===== config.mk =====
export PLATFORM = sky130hd
export DESIGN_NAME = mem_port_arbiter
export DESIGN_NICKNAME = d
export VERILOG_FILES = /design/src/rtl/mem_port_arbiter.sv
export SDC_FILE = /design/constraint.sdc
export NUM_CORES = 1
export LEC_CHECK = 0
export ABC_AREA = 1
export CAP_MARGIN = 15
export CORE_AREA = 2 2 216 218
export DETAILED_ROUTE_END_ITERATION = 16
export DIE_AREA = 0 0 218 220
export DONT_BUFFER_PORTS = 1
export MAX_ROUTING_LAYER = met4
export PLACE_DENSITY_LB_ADDON = 0.25
export REMOVE_ABC_BUFFERS = 1
export SLEW_MARGIN = 30
export SYNTH_ARGS = -nofsm -noshare
export SYNTH_HDL_FRONTEND = slang
export SYNTH_SLANG_ARGS = --single-unit

===== constraint.sdc =====
create_clock -name clk -period 2 [get_ports clk]
set_clock_uncertainty 0.15 [all_clocks]
set_input_delay 0.4 -clock clk [delete_from_list [all_inputs] [get_ports clk]]
set_output_delay 0.4 -clock clk [all_outputs]
set_load 0.01 [all_outputs]

===== src/rtl/mem_port_arbiter.sv =====
// Shares one memory port between instruction fetch and load/store, one transaction in flight.
// MEM has fixed priority; a streak guard lets a waiting fetch in; flushed fetch responses are dropped.
module mem_port_arbiter #(
  parameter int ADDR_W         = 64,
  parameter int DATA_W         = 64,
  parameter int MEM_STREAK_MAX = 4
) (
  input  logic                clk,
  input  logic                rst,
  input  logic                if_valid,
  input  logic [ADDR_W-1:0]   if_addr,
  input  logic                if_flush,
  output logic                if_ready,
  output logic [DATA_W-1:0]   if_rdata,
  output logic                if_err,
  input  logic                mem_valid,
  input  logic [ADDR_W-1:0]   mem_addr,
  input  logic                mem_wen,
  input  logic [DATA_W-1:0]   mem_wdata,
  input  logic [DATA_W/8-1:0] mem_wstrb,
  input  logic [1:0]          mem_size,
  output logic                mem_ready,
  output logic [DATA_W-1:0]   mem_rdata,
  output logic                mem_err,
  output logic                bus_req_valid,
  input  logic                bus_req_ready,
  output logic [ADDR_W-1:0]   bus_addr,
  output logic                bus_wen,
  output logic [DATA_W-1:0]   bus_wdata,
  output logic [DATA_W/8-1:0] bus_wstrb,
  output logic [1:0]          bus_size,
  input  logic                bus_resp_valid,
  input  logic [DATA_W-1:0]   bus_resp_data,
  input  logic                bus_resp_err,
  output logic                if_stall_req,
  output logic                mem_stall_req
);
  localparam int STRB_W = DATA_W / 8;
  localparam int SW     = (MEM_STREAK_MAX > 0) ? $clog2(MEM_STREAK_MAX + 1) : 1;
  localparam logic [SW-1:0] STREAK_LIM = SW'(MEM_STREAK_MAX);
  localparam bit GUARD_EN = (MEM_STREAK_MAX != 0);

  localparam logic [1:0] S_IDLE = 2'd0;
  localparam logic [1:0] S_REQ  = 2'd1;
  localparam logic [1:0] S_RESP = 2'd2;
  localparam logic OWN_IF  = 1'b0;
  localparam logic OWN_MEM = 1'b1;

  logic [1:0]        state_q, state_d;
  logic              owner_q, owner_d;
  logic              drop_q, drop_d;
  logic [SW-1:0]     streak_q, streak_d;
  logic [ADDR_W-1:0] addr_q, addr_d;
  logic              wen_q, wen_d;
  logic [DATA_W-1:0] wdata_q, wdata_d;
  logic [STRB_W-1:0] wstrb_q, wstrb_d;
  logic [1:0]        size_q, size_d;
  logic              if_ready_q, if_ready_d;
  logic              mem_ready_q, mem_ready_d;
  logic              if_err_q, if_err_d;
  logic              mem_err_q, mem_err_d;
  logic [DATA_W-1:0] rdata_q, rdata_d;

  logic if_elig, mem_elig, guard_hit, grant_if, grant_mem, kill;

  // A requester whose ready pulses this cycle is still showing its old valid.
  assign if_elig   = if_valid & ~if_ready_q & ~if_flush;
  assign mem_elig  = mem_valid & ~mem_ready_q;
  assign guard_hit = GUARD_EN & (streak_q == STREAK_LIM);
  assign grant_if  = (state_q == S_IDLE) & if_elig & (~mem_elig | guard_hit);
  assign grant_mem = (state_q == S_IDLE) & mem_elig & ~grant_if;
  assign kill      = if_flush & (owner_q == OWN_IF) & (state_q != S_IDLE);

  always_comb begin
    state_d     = state_q;
    owner_d     = owner_q;
    drop_d      = drop_q | kill;
    streak_d    = streak_q;
    addr_d      = addr_q;
    wen_d       = wen_q;
    wdata_d     = wdata_q;
    wstrb_d     = wstrb_q;
    size_d      = size_q;
    if_ready_d  = 1'b0;
    mem_ready_d = 1'b0;
    if_err_d    = 1'b0;
    mem_err_d   = 1'b0;
    rdata_d     = rdata_q;
    case (state_q)
      S_IDLE: begin
        drop_d = 1'b0;
        if (grant_if) begin
          state_d  = S_REQ;
          owner_d  = OWN_IF;
          addr_d   = if_addr;
          wen_d    = 1'b0;
          wdata_d  = '0;
          wstrb_d  = '0;
          size_d   = 2'd3;
          streak_d = '0;
        end else if (grant_mem) begin
          state_d  = S_REQ;
          owner_d  = OWN_MEM;
          addr_d   = mem_addr;
          wen_d    = mem_wen;
          wdata_d  = mem_wdata;
          wstrb_d  = mem_wstrb;
          size_d   = mem_size;
          if (!if_valid)
            streak_d = '0;
          else if (streak_q != STREAK_LIM)
            streak_d = streak_q + 1'b1;
        end
      end
      S_REQ: begin
        if (bus_req_ready) state_d = S_RESP;
      end
      S_RESP: begin
        if (bus_resp_valid) begin
          state_d = S_IDLE;
          drop_d  = 1'b0;
          rdata_d = bus_resp_data;
          if (owner_q == OWN_MEM) begin
            mem_ready_d = 1'b1;
            mem_err_d   = bus_resp_err;
          end else if (!(drop_q | if_flush)) begin
            if_ready_d = 1'b1;
            if_err_d   = bus_resp_err;
          end
        end
      end
      default: state_d = S_IDLE;
    endcase
  end

  always_ff @(posedge clk) begin
    if (rst) begin
      state_q     <= S_IDLE;
      owner_q     <= OWN_IF;
      drop_q      <= 1'b0;
      streak_q    <= '0;
      addr_q      <= '0;
      wen_q       <= 1'b0;
      wdata_q     <= '0;
      wstrb_q     <= '0;
      size_q      <= 2'd0;
      if_ready_q  <= 1'b0;
      mem_ready_q <= 1'b0;
      if_err_q    <= 1'b0;
      mem_err_q   <= 1'b0;
      rdata_q     <= '0;
    end else begin
      state_q     <= state_d;
      owner_q     <= owner_d;
      drop_q      <= drop_d;
      streak_q    <= streak_d;
      addr_q      <= addr_d;
      wen_q       <= wen_d;
      wdata_q     <= wdata_d;
      wstrb_q     <= wstrb_d;
      size_q      <= size_d;
      if_ready_q  <= if_ready_d;
      mem_ready_q <= mem_ready_d;
      if_err_q    <= if_err_d;
      mem_err_q   <= mem_err_d;
      rdata_q     <= rdata_d;
    end
  end

  assign bus_req_valid = (state_q == S_REQ);
  assign bus_addr      = addr_q;
  assign bus_wen       = wen_q;
  assign bus_wdata     = wdata_q;
  assign bus_wstrb     = wstrb_q;
  assign bus_size      = size_q;
  assign if_ready      = if_ready_q;
  assign if_err        = if_err_q;
  assign if_rdata      = rdata_q;
  assign mem_ready     = mem_ready_q;
  assign mem_err       = mem_err_q;
  assign mem_rdata     = rdata_q;
  assign if_stall_req  = if_valid & ~if_ready_q;
  assign mem_stall_req = mem_valid & ~mem_ready_q;

endmodule


; Yosys cells after proc, flatten, opt, wreduce, memory -nomap -nowiden
; Cells that the tools add are included.
[classes]
add_sub_neg = 1
n_eq_ne = 8
muxes = 25
bitwise_logic = 20
reduce_logical = 11
[op_table]
columns = cell, n
row1 = $mux 64, 4
row2 = $mux 8, 2
row3 = $mux 2, 6
row4 = $mux 3, 4
row5 = $and 1x1->1, 9
row6 = $not 1->1, 8
row7 = $reduce_or 4->1, 2
row8 = $mux 1, 7
row9 = $ne 3x3->1 const B, 2
row10 = $pmux 2 s3, 1
row11 = $reduce_and 3->1, 2
row12 = $reduce_or 5->1, 1
row13 = $reduce_and 2->1, 2
row14 = $reduce_bool 2->1, 2
row15 = $add 3x1->3 const B, 1
row16 = $eq 3x3->1 const B, 1
row17 = $ne 3x1->1 const B, 1
row18 = $or 1x1->1, 3
row19 = $reduce_or 3->1, 1
row20 = $eq 2x1->1 const B, 1
row21 = $eq 2x2->1 const B, 1
row22 = $logic_not 2->1, 1
row23 = $ne 2x1->1 const B, 1
row24 = $ne 2x2->1 const B, 1
row25 = $pmux 1 s2, 1
[totals]
ff_bits = 214
in_bits = 275
wordCells = 79

; Depth between registers and ports, before layout
; Gate-level depths: netlist of the first run.
[logic_depth]
ltp_word = 10
ltp_mapped = 12
mapped_depth_nobuf = 10

; Least setup slack after synthesis of the first run
; Ideal clock, no wire load.
[synth_path]
path_type = flip-flop to flip-flop
start = register streak_q[0]
end = register size_q[0], in the netlist bus_size[0]
t_arrival_ns = 1.460
required_time_ns = 1.734
slack_ns = 0.274
stages_incl_launch_ff = 11
path_buffers = 2
period_less_slack_ns = 1.726
path_cell_list = dfxtp_1 inv_1 ha_1 nand2_1 nand3_1 nand3_2 buf_2 buf_2 nand2_1 o21ai_0 nor2_1
[synth_via]
elab_chain_len = 7
word_cells_on_any_way = 8
cone_classes = eq/ne: 1 / mux: 1 / bitwise: 4 / reduce/logical: 2
[synth_rtl]
columns = element, line_no
row1 = "start, declared", 52  ; logic [SW-1:0] streak_q, streak_d;
row2 = "start signal, assigned", 156  ; streak_q <= streak_d;
row3 = $eq 3x3->1 (*), 69  ; assign guard_hit = GUARD_EN & (streak_q == STREAK_LIM);
row4 = $or 1x1->1 (*), 70  ; assign grant_if = (state_q == S_IDLE) & if_elig & (~mem_elig | guard_hit);
row5 = $and 1x1->1 (*), 70
row6 = $not 1->1, 71  ; assign grant_mem = (state_q == S_IDLE) & mem_elig & ~grant_if;
row7 = $and 1x1->1, 71
row8 = $reduce_bool 2->1 (no line), n/a
row9 = $reduce_and 2->1 (no line), n/a
row10 = "end signal, assigned", 161  ; size_q <= size_d;
row11 = "end, declared", 57  ; logic [1:0] size_q, size_d;
; Every way passes the cells marked *; elsewhere a longest branch is shown, timed or not.
; A chain may end at the register's enable or synchronous reset.

; Worst setup path after layout of the first run
[layout_path]
start = register state_q[0]
end = register rdata_q[24], in the netlist if_rdata[24]
[layout_via]
elab_chain_len = 2
[layout_rtl]
columns = element, line_no
row1 = "start, declared", 49  ; logic [1:0] state_q, state_d;
row2 = "start signal, assigned", 153  ; state_q <= state_d;
row3 = $eq 2x2->1, 89  ; case (state_q)
row4 = $reduce_and 2->1 (no line), n/a
row5 = "end signal, assigned", 166  ; rdata_q <= rdata_d;
row6 = "end, declared", 62  ; logic [DATA_W-1:0] rdata_q, rdata_d;
; Every way passes these cells.

==> results of run 1 <==
[repair_timing]
action | 4_1_cts | 5_1_grt
gates resized for setup | 0 | 22
endpoints found under the setup margin | 0 | 151
hold endpoints to repair | 214 | 125
setup buffers | 0 | 7
hold buffers | 152 | 5
[area by class of cell]
cell class / count / area [um2]
clock buffer: 37 / 753
clock inverter: 9 / 126
fill: 4954 / 34000
inverter: 23 / 104
multi-input combinational: 851 / 3670
sequential: 214 / 4290
tap: 607 / 759
timing repair buffer: 196 / 2190
[cell families after synthesis]
logic type      after synthesis  share of synthesized area, %
buf+inv                     176                          11.4
simple gates                640                          28.5
flops                       214                          48.0
compound gates              209                          11.8
fa+ha+maj                     2                         0.280
[placed cells by master (no fill, tap or decap), types with 3 or more instances in the layout]
cell type      instances
o21ai_0               64
nand3_1               81
nor2_1               138
inv_2                  4
clkbuf_1               6
inv_1                 17
clkbuf_8               4
nor2_2                 3
clkbuf_16             35
dfxtp_1              212
buf_12                10
bufinv_16              3
clkinv_2               4
buf_4                 15
a21oi_1              139
nand2_1              406
nor2_4                 3
o21ai_1                3
dlygate4sd3_1        157
[per-stage QoR]
stage / setup slack [ns] / hold slack [ns] / power (W) / setup TNS, ns
finish: 0.0777 / -0.220 / 0.0113 / 0
global route: -0.0220 / -0.259 / 0.0118 / -0.0263
CTS: 0.0106 / -0.258 / 0.0113 / 0
detailed placement: 0.0368 / 0.302 / 0.00617 / 0
global placement: 0.0513 / 0.299 / 0.00616 / 0
floorplan: -2.74 / 0.272 / 0.00571 / -483.45
[routing by layer]
layer / track usage, % / up-vias
met5: - / -
met3: 3.59 / 97
met1: 13.0 / 4006
li1: - / 4046
met2: 19.7 / 440
met4: 5.65 / 0
[registers in the layout (all words and copies together), names as in the netlist]
register   count
bus_addr      64
bus_size       2
bus_wdata     64
bus_wen        1
bus_wstrb      8
drop_q         1
if_err         1
if_rdata      64
if_ready       1
mem_err        1
mem_ready      1
owner_q        1
state_q        2
streak_q       3
[power groups by stage]
| stage | Sequential, W | Combinational, W | Clock [W] |
|---|---|---|---|
| floorplan | 0.00498 | 0.000729 | 0 |
| global placement | 0.00511 | 0.00105 | 0 |
| detailed placement | 0.00510 | 0.00107 | 0 |
| CTS | 0.00501 | 0.00130 | 0.00498 |
| global route | 0.00505 | 0.00161 | 0.00514 |
| finish | 0.00501 | 0.00145 | 0.00483 |
[worst reg2reg max path, cell delays in order, from the launching register on]
cell           delay [ns]
dfxtp_1              0.33
inv_1                0.14
nand3_2              0.16
clkinv_4             0.14
clkbuf_16            0.20
nand2_1              0.08
a21oi_1              0.12
dlygate4sd3_1        0.55
[cell usage after synthesis]
cell / count
nand3_2: 1
a211o_1: 1
o21ai_1: 1
nor2_4: 1
or2_2: 1
nor4_1: 1
a221oi_1: 1
nand2_1: 406
nor2_1: 140
nor2_2: 3
inv_2: 3
inv_1: 20
nand3_1: 83
nor3_1: 2
buf_4: 66
dfxtp_1: 214
nand2_2: 1
buf_6: 8
ha_1: 2
buf_1: 9
buf_2: 38
o21ai_0: 66
clkbuf_1: 32
nand4_1: 1
a21oi_1: 139
a211oi_1: 1
[worst paths after layout]
kind | from | end | slack, ns | cells past startpoint
max | state_q[0]$_SDFFE_PP0P_ | if_rdata[24]$_SDFFE_PP0N_ | 0.08 | 7
min | rst | if_rdata[57]$_SDFFE_PP0N_ | -0.22 | 1
max reg2reg | state_q[0]$_SDFFE_PP0P_ | if_rdata[24]$_SDFFE_PP0N_ | 0.08 | 7
min reg2reg | owner_q$_SDFFE_PP0P_ | if_ready$_SDFF_PP0_ | 0.31 | 1
==> results.json, run 1 <==
{
  "outcome": "complete, but fails checks",
  "violations": "negative hold slack",
  "highest_layer": "met4",
  "fin_area_um2": 11900,
  "port_buffers": 0,
  "drive_gt1_share_pct": 7.37,
  "utilization_pct": 25.9,
  "cp_slowest_cell": "dlygate4sd3_1",
  "power_frac_seq_pct": 44.4,
  "ys_warn_count": 0,
  "hold_slack_ns": -0.220,
  "rows": 79,
  "synth_area_leaders": "dfxtp_1, nand2_1, a21oi_1, nor2_1, buf_4",
  "hpwlAfterDp_um": 20000,
  "powerDensity_nw_per_um2": 949,
  "drt-wirelength-per-cell_um": 17.5,
  "dpl_cell_area_um2": 9070,
  "core_um2": 45900,
  "crit_fanout": 16,
  "cp_data_required_time_ns": 2.34,
  "clock_power_share_pct": 42.8,
  "diodes": 0,
  "critPathCaptureType": "register",
  "nNetsFinal": 1589,
  "syn_avg_cell_area_um2": 7.19,
  "maxCapViolations": 0,
  "p_int_w": 0.00823,
  "cts_sinks": 214,
  "synth_top_area_share_pct": 48.0,
  "clk_latency_ns": 0.54,
  "drc": 0,
  "dieArea_um2": 48000,
  "p_comb_share_pct": 12.8,
  "htreeDepth": 1,
  "grt_pass1_vias": 8016,
  "ys_seq_area_share_pct": 48.0,
  "worstSetupPathType": "register to register",
  "cts_root_buf": "clkbuf_16",
  "firstDrtPassIters": 5,
  "grt_max_degree": 143,
  "clk_path_buf_depth": 3,
  "finalNonFillerCells": 1937,
  "vdd_ir_drop_max_v": 0.000592,
  "cp_top_family": "buffers and inverters",
  "grt_pass1_wl_um": 44000,
  "grtUsageTotal_pct": 11.9,
  "synth-seq-cells": 214,
  "cts_tree": "done",
  "grt_overflow": 0,
  "swShare_pct": 27.1,
  "antenna_found_initial": 0,
  "routabilityCongestion": 0.767,
  "cp_cell_sequence": "inv_1 > nand3_2 > clkinv_4 > clkbuf_16 > nand2_1 > a21oi_1 > dlygate4sd3_1",
  "area_growth_pct": 33.3,
  "clk_pin_slew_ns": 0.06,
  "net-switching-power_w": 0.00306,
  "dpl.cell_count": 1718,
  "slowest_delay_ns": 0.55,
  "worst_pin_slew_ns": 0.455,
  "die_w_um": 218,
  "synth_top_cell_by_area": "dfxtp_1",
  "met1_length_um": 13300,
  "critical_path_buf_inv_count": 4,
  "ios": 549,
  "wl_met3_um": 3080,
  "max_freq_mhz": 520,
  "maxSlewHeadroom_pct": 69.7,
  "fin_crit_sh_pct": 96.1,
  "syn_inst": 1241,
  "min_period_ns": 1.92,
  "synth.distinct_cells": 26,
  "slew_violations": 0,
  "dieHeight_um": 220,
  "vias": 8589,
  "cp.arrival_ns": 2.26,
  "wl_met2_um": 16400,
  "drt-total-wl_um": 33900,
  "viasPerCell": 4.43,
  "drt_iter0_drc": 431,
  "hp-class": "input pin to register",
  "postRouteAntennaNets": 0,
  "initial_core_util_pct": 19.5,
  "setup_violations": 0,
  "start_kind": "register",
  "hold_viol": 124,
  "leakage_nw": 4.66,
  "syn_area_um2": 8920,
  "cts_buffers": 26
}
No activity file was read; power rests on OpenSTA's default activity.
==> run 2, diff against run 1 <==
--- a/config.mk
+++ b/config.mk
@@ -13,8 +13,7 @@
 export DONT_BUFFER_PORTS = 1
 export MAX_ROUTING_LAYER = met4
 export PLACE_DENSITY_LB_ADDON = 0.25
-export REMOVE_ABC_BUFFERS = 1
-export SLEW_MARGIN = 30
+export SLEW_MARGIN = 20
 export SYNTH_ARGS = -nofsm -noshare
 export SYNTH_HDL_FRONTEND = slang
 export SYNTH_SLANG_ARGS = --single-unit
==> run 2 against run 1 <==
The run still ends with negative hold slack left. Flip-flop and latch count unchanged. Utilization up 1.8 points. Hold slack improved by 0.0034 ns. Highest routed layer unchanged. Design area grew 6.8%. Critical endpoint is now if_rdata[38]$_SDFFE_PP0N_.
==> results.json, run 2 (same netlist as run 1, synthesis figures left out) <==
{
  "fin_crit_sh_pct": 96.4,
  "cp_slowest_cell": "dlygate4sd3_1",
  "fillers": 4915,
  "mostFrequentLayoutCell": "nand2_1",
  "port_buffers": 0,
  "grt_pass1_vias": 8283,
  "finalSetupTns_ns": 0,
  "clk_path_buf_depth": 3,
  "crit_fanout": 32,
  "grt_pass1_wl_um": 47200,
  "start_kind": "register",
  "cts_tree": "done",
  "postRouteAntennaNets": 0,
  "routabilityCongestion": 0.768,
  "pre_cts_slack_ns": 0.0732,
  "utilization_pct": 27.7,
  "area_growth_pct": 42.3,
  "leakage_nw": 5.07,
  "cts_buffers": 25,
  "grt_overflow": 0,
  "syn-num-nets": 1518,
  "cts_sinks": 214,
  "vias": 8900,
  "clk_latency_ns": 0.54,
  "htreeDepth": 1,
  "dieHeight_um": 220,
  "cp_data_required_time_ns": 2.33,
  "grt_max_degree": 143,
  "max_freq_mhz": 519,
  "nNetsFinal": 1681,
  "worst_pin_slew_ns": 0.400,
  "drt_iter0_drc": 455,
  "slew_violations": 0,
  "antenna_found_initial": 3,
  "powerDensity_nw_per_um2": 850,
  "worstSetupPathType": "register to register",
  "seq_area_um2": 4290,
  "hold_slack_ns": -0.216,
  "critical_path_buf_inv_count": 4,
  "firstDrtPassIters": 5,
  "drive_gt1_share_pct": 5.93,
  "drt-wirelength-per-cell_um": 17.4,
  "ios": 549,
  "cp_cell_sequence": "inv_2 > nand3_4 > clkinv_4 > clkbuf_16 > nand2_1 > a21oi_1 > dlygate4sd3_1",
  "hpwlAfterDp_um": 21300,
  "cp_top_family": "buffers and inverters",
  "cp.arrival_ns": 2.26,
  "hold_viol": 58,
  "dieArea_um2": 48000,
  "cts_root_buf": "clkbuf_16",
  "slowest_delay_ns": 0.57,
  "maxSlewHeadroom_pct": 73.3,
  "viasPerCell": 4.39,
  "clk_pin_slew_ns": 0.06,
  "die_w_um": 218,
  "drt-total-wl_um": 35200,
  "multi_input_area_um2": 3670,
  "drc": 0,
  "min_period_ns": 1.93,
  "core_um2": 45900,
  "outcome": "complete, but fails checks",
  "grtUsageTotal_pct": 12.9,
  "maxCapViolations": 0,
  "initial_core_util_pct": 19.5,
  "vdd_ir_drop_max_v": 0.000506,
  "rows": 79,
  "setup_violations": 0,
  "violations": "negative hold slack",
  "hp-class": "input pin to register",
  "most-common-layout-cells": "nand2_1, dlygate4sd3_1, dfxtp_1",
  "critPathCaptureType": "register",
  "setup_slack_ns": 0.0722
}
==> run 2: stage by stage <==
stage          std cells  area [um2]  hold slack [ns]  power, W
2_1_floorplan       1241        8920            0.272   0.00589
3_3_place_gp        1719        9110            0.294   0.00618
3_5_place_dp        1719        9110            0.302   0.00619
4_1_cts             1948       11700           -0.253    0.0108
5_1_grt             2027       12700           -0.257    0.0113
6_report            2027       12700           -0.216    0.0108
==> run 2: worst paths after layout <==
path,from,to,slack (ns),cells after the start
max,state_q[0]$_SDFFE_PP0P_,if_rdata[38]$_SDFFE_PP0N_,0.07,7
min reg2reg,owner_q$_SDFFE_PP0P_,if_ready$_SDFF_PP0_,0.31,1
min,rst,if_rdata[26]$_SDFFE_PP0N_,-0.22,1
max reg2reg,state_q[0]$_SDFFE_PP0P_,if_rdata[38]$_SDFFE_PP0N_,0.07,7
==> run 2: layer usage <==
layer | track usage, % | wire length, um
met4 | 7.48 | 1680
met3 | 3.99 | 2860
met5 | - | 0
met1 | 14.3 | 13500
met2 | 20.7 | 17200
==> run 2: repair_timing <==
action	CTS	global route
buffers inserted	0	2
gates resized for setup	0	25
setup endpoints to repair	0	140
hold buffers	189	67
hold endpoints to repair	213	127
==> run 2: area by class of cell <==
| type | count | area share (%) |
|---|---|---|
| Timing Repair Buffer | 289 | 24.8 |
| Multi-Input combinational cell | 851 | 28.9 |
| Antenna cell | 3 | 0.0591 |
| Tap cell | 607 | 5.98 |
| Sequential cell | 214 | 33.8 |
| Inverter | 23 | 0.818 |
| Clock buffer | 36 | 5.49 |
| Clock inverter | 4 | 0.177 |
==> run 2: power by group <==
group          switching, W  internal (W)  leakage [nW]  total [W]
Combinational      0.000837      0.000760          2.96    0.00160
Sequential         0.000424       0.00458          1.75    0.00501
Clock               0.00180       0.00238         0.351    0.00418
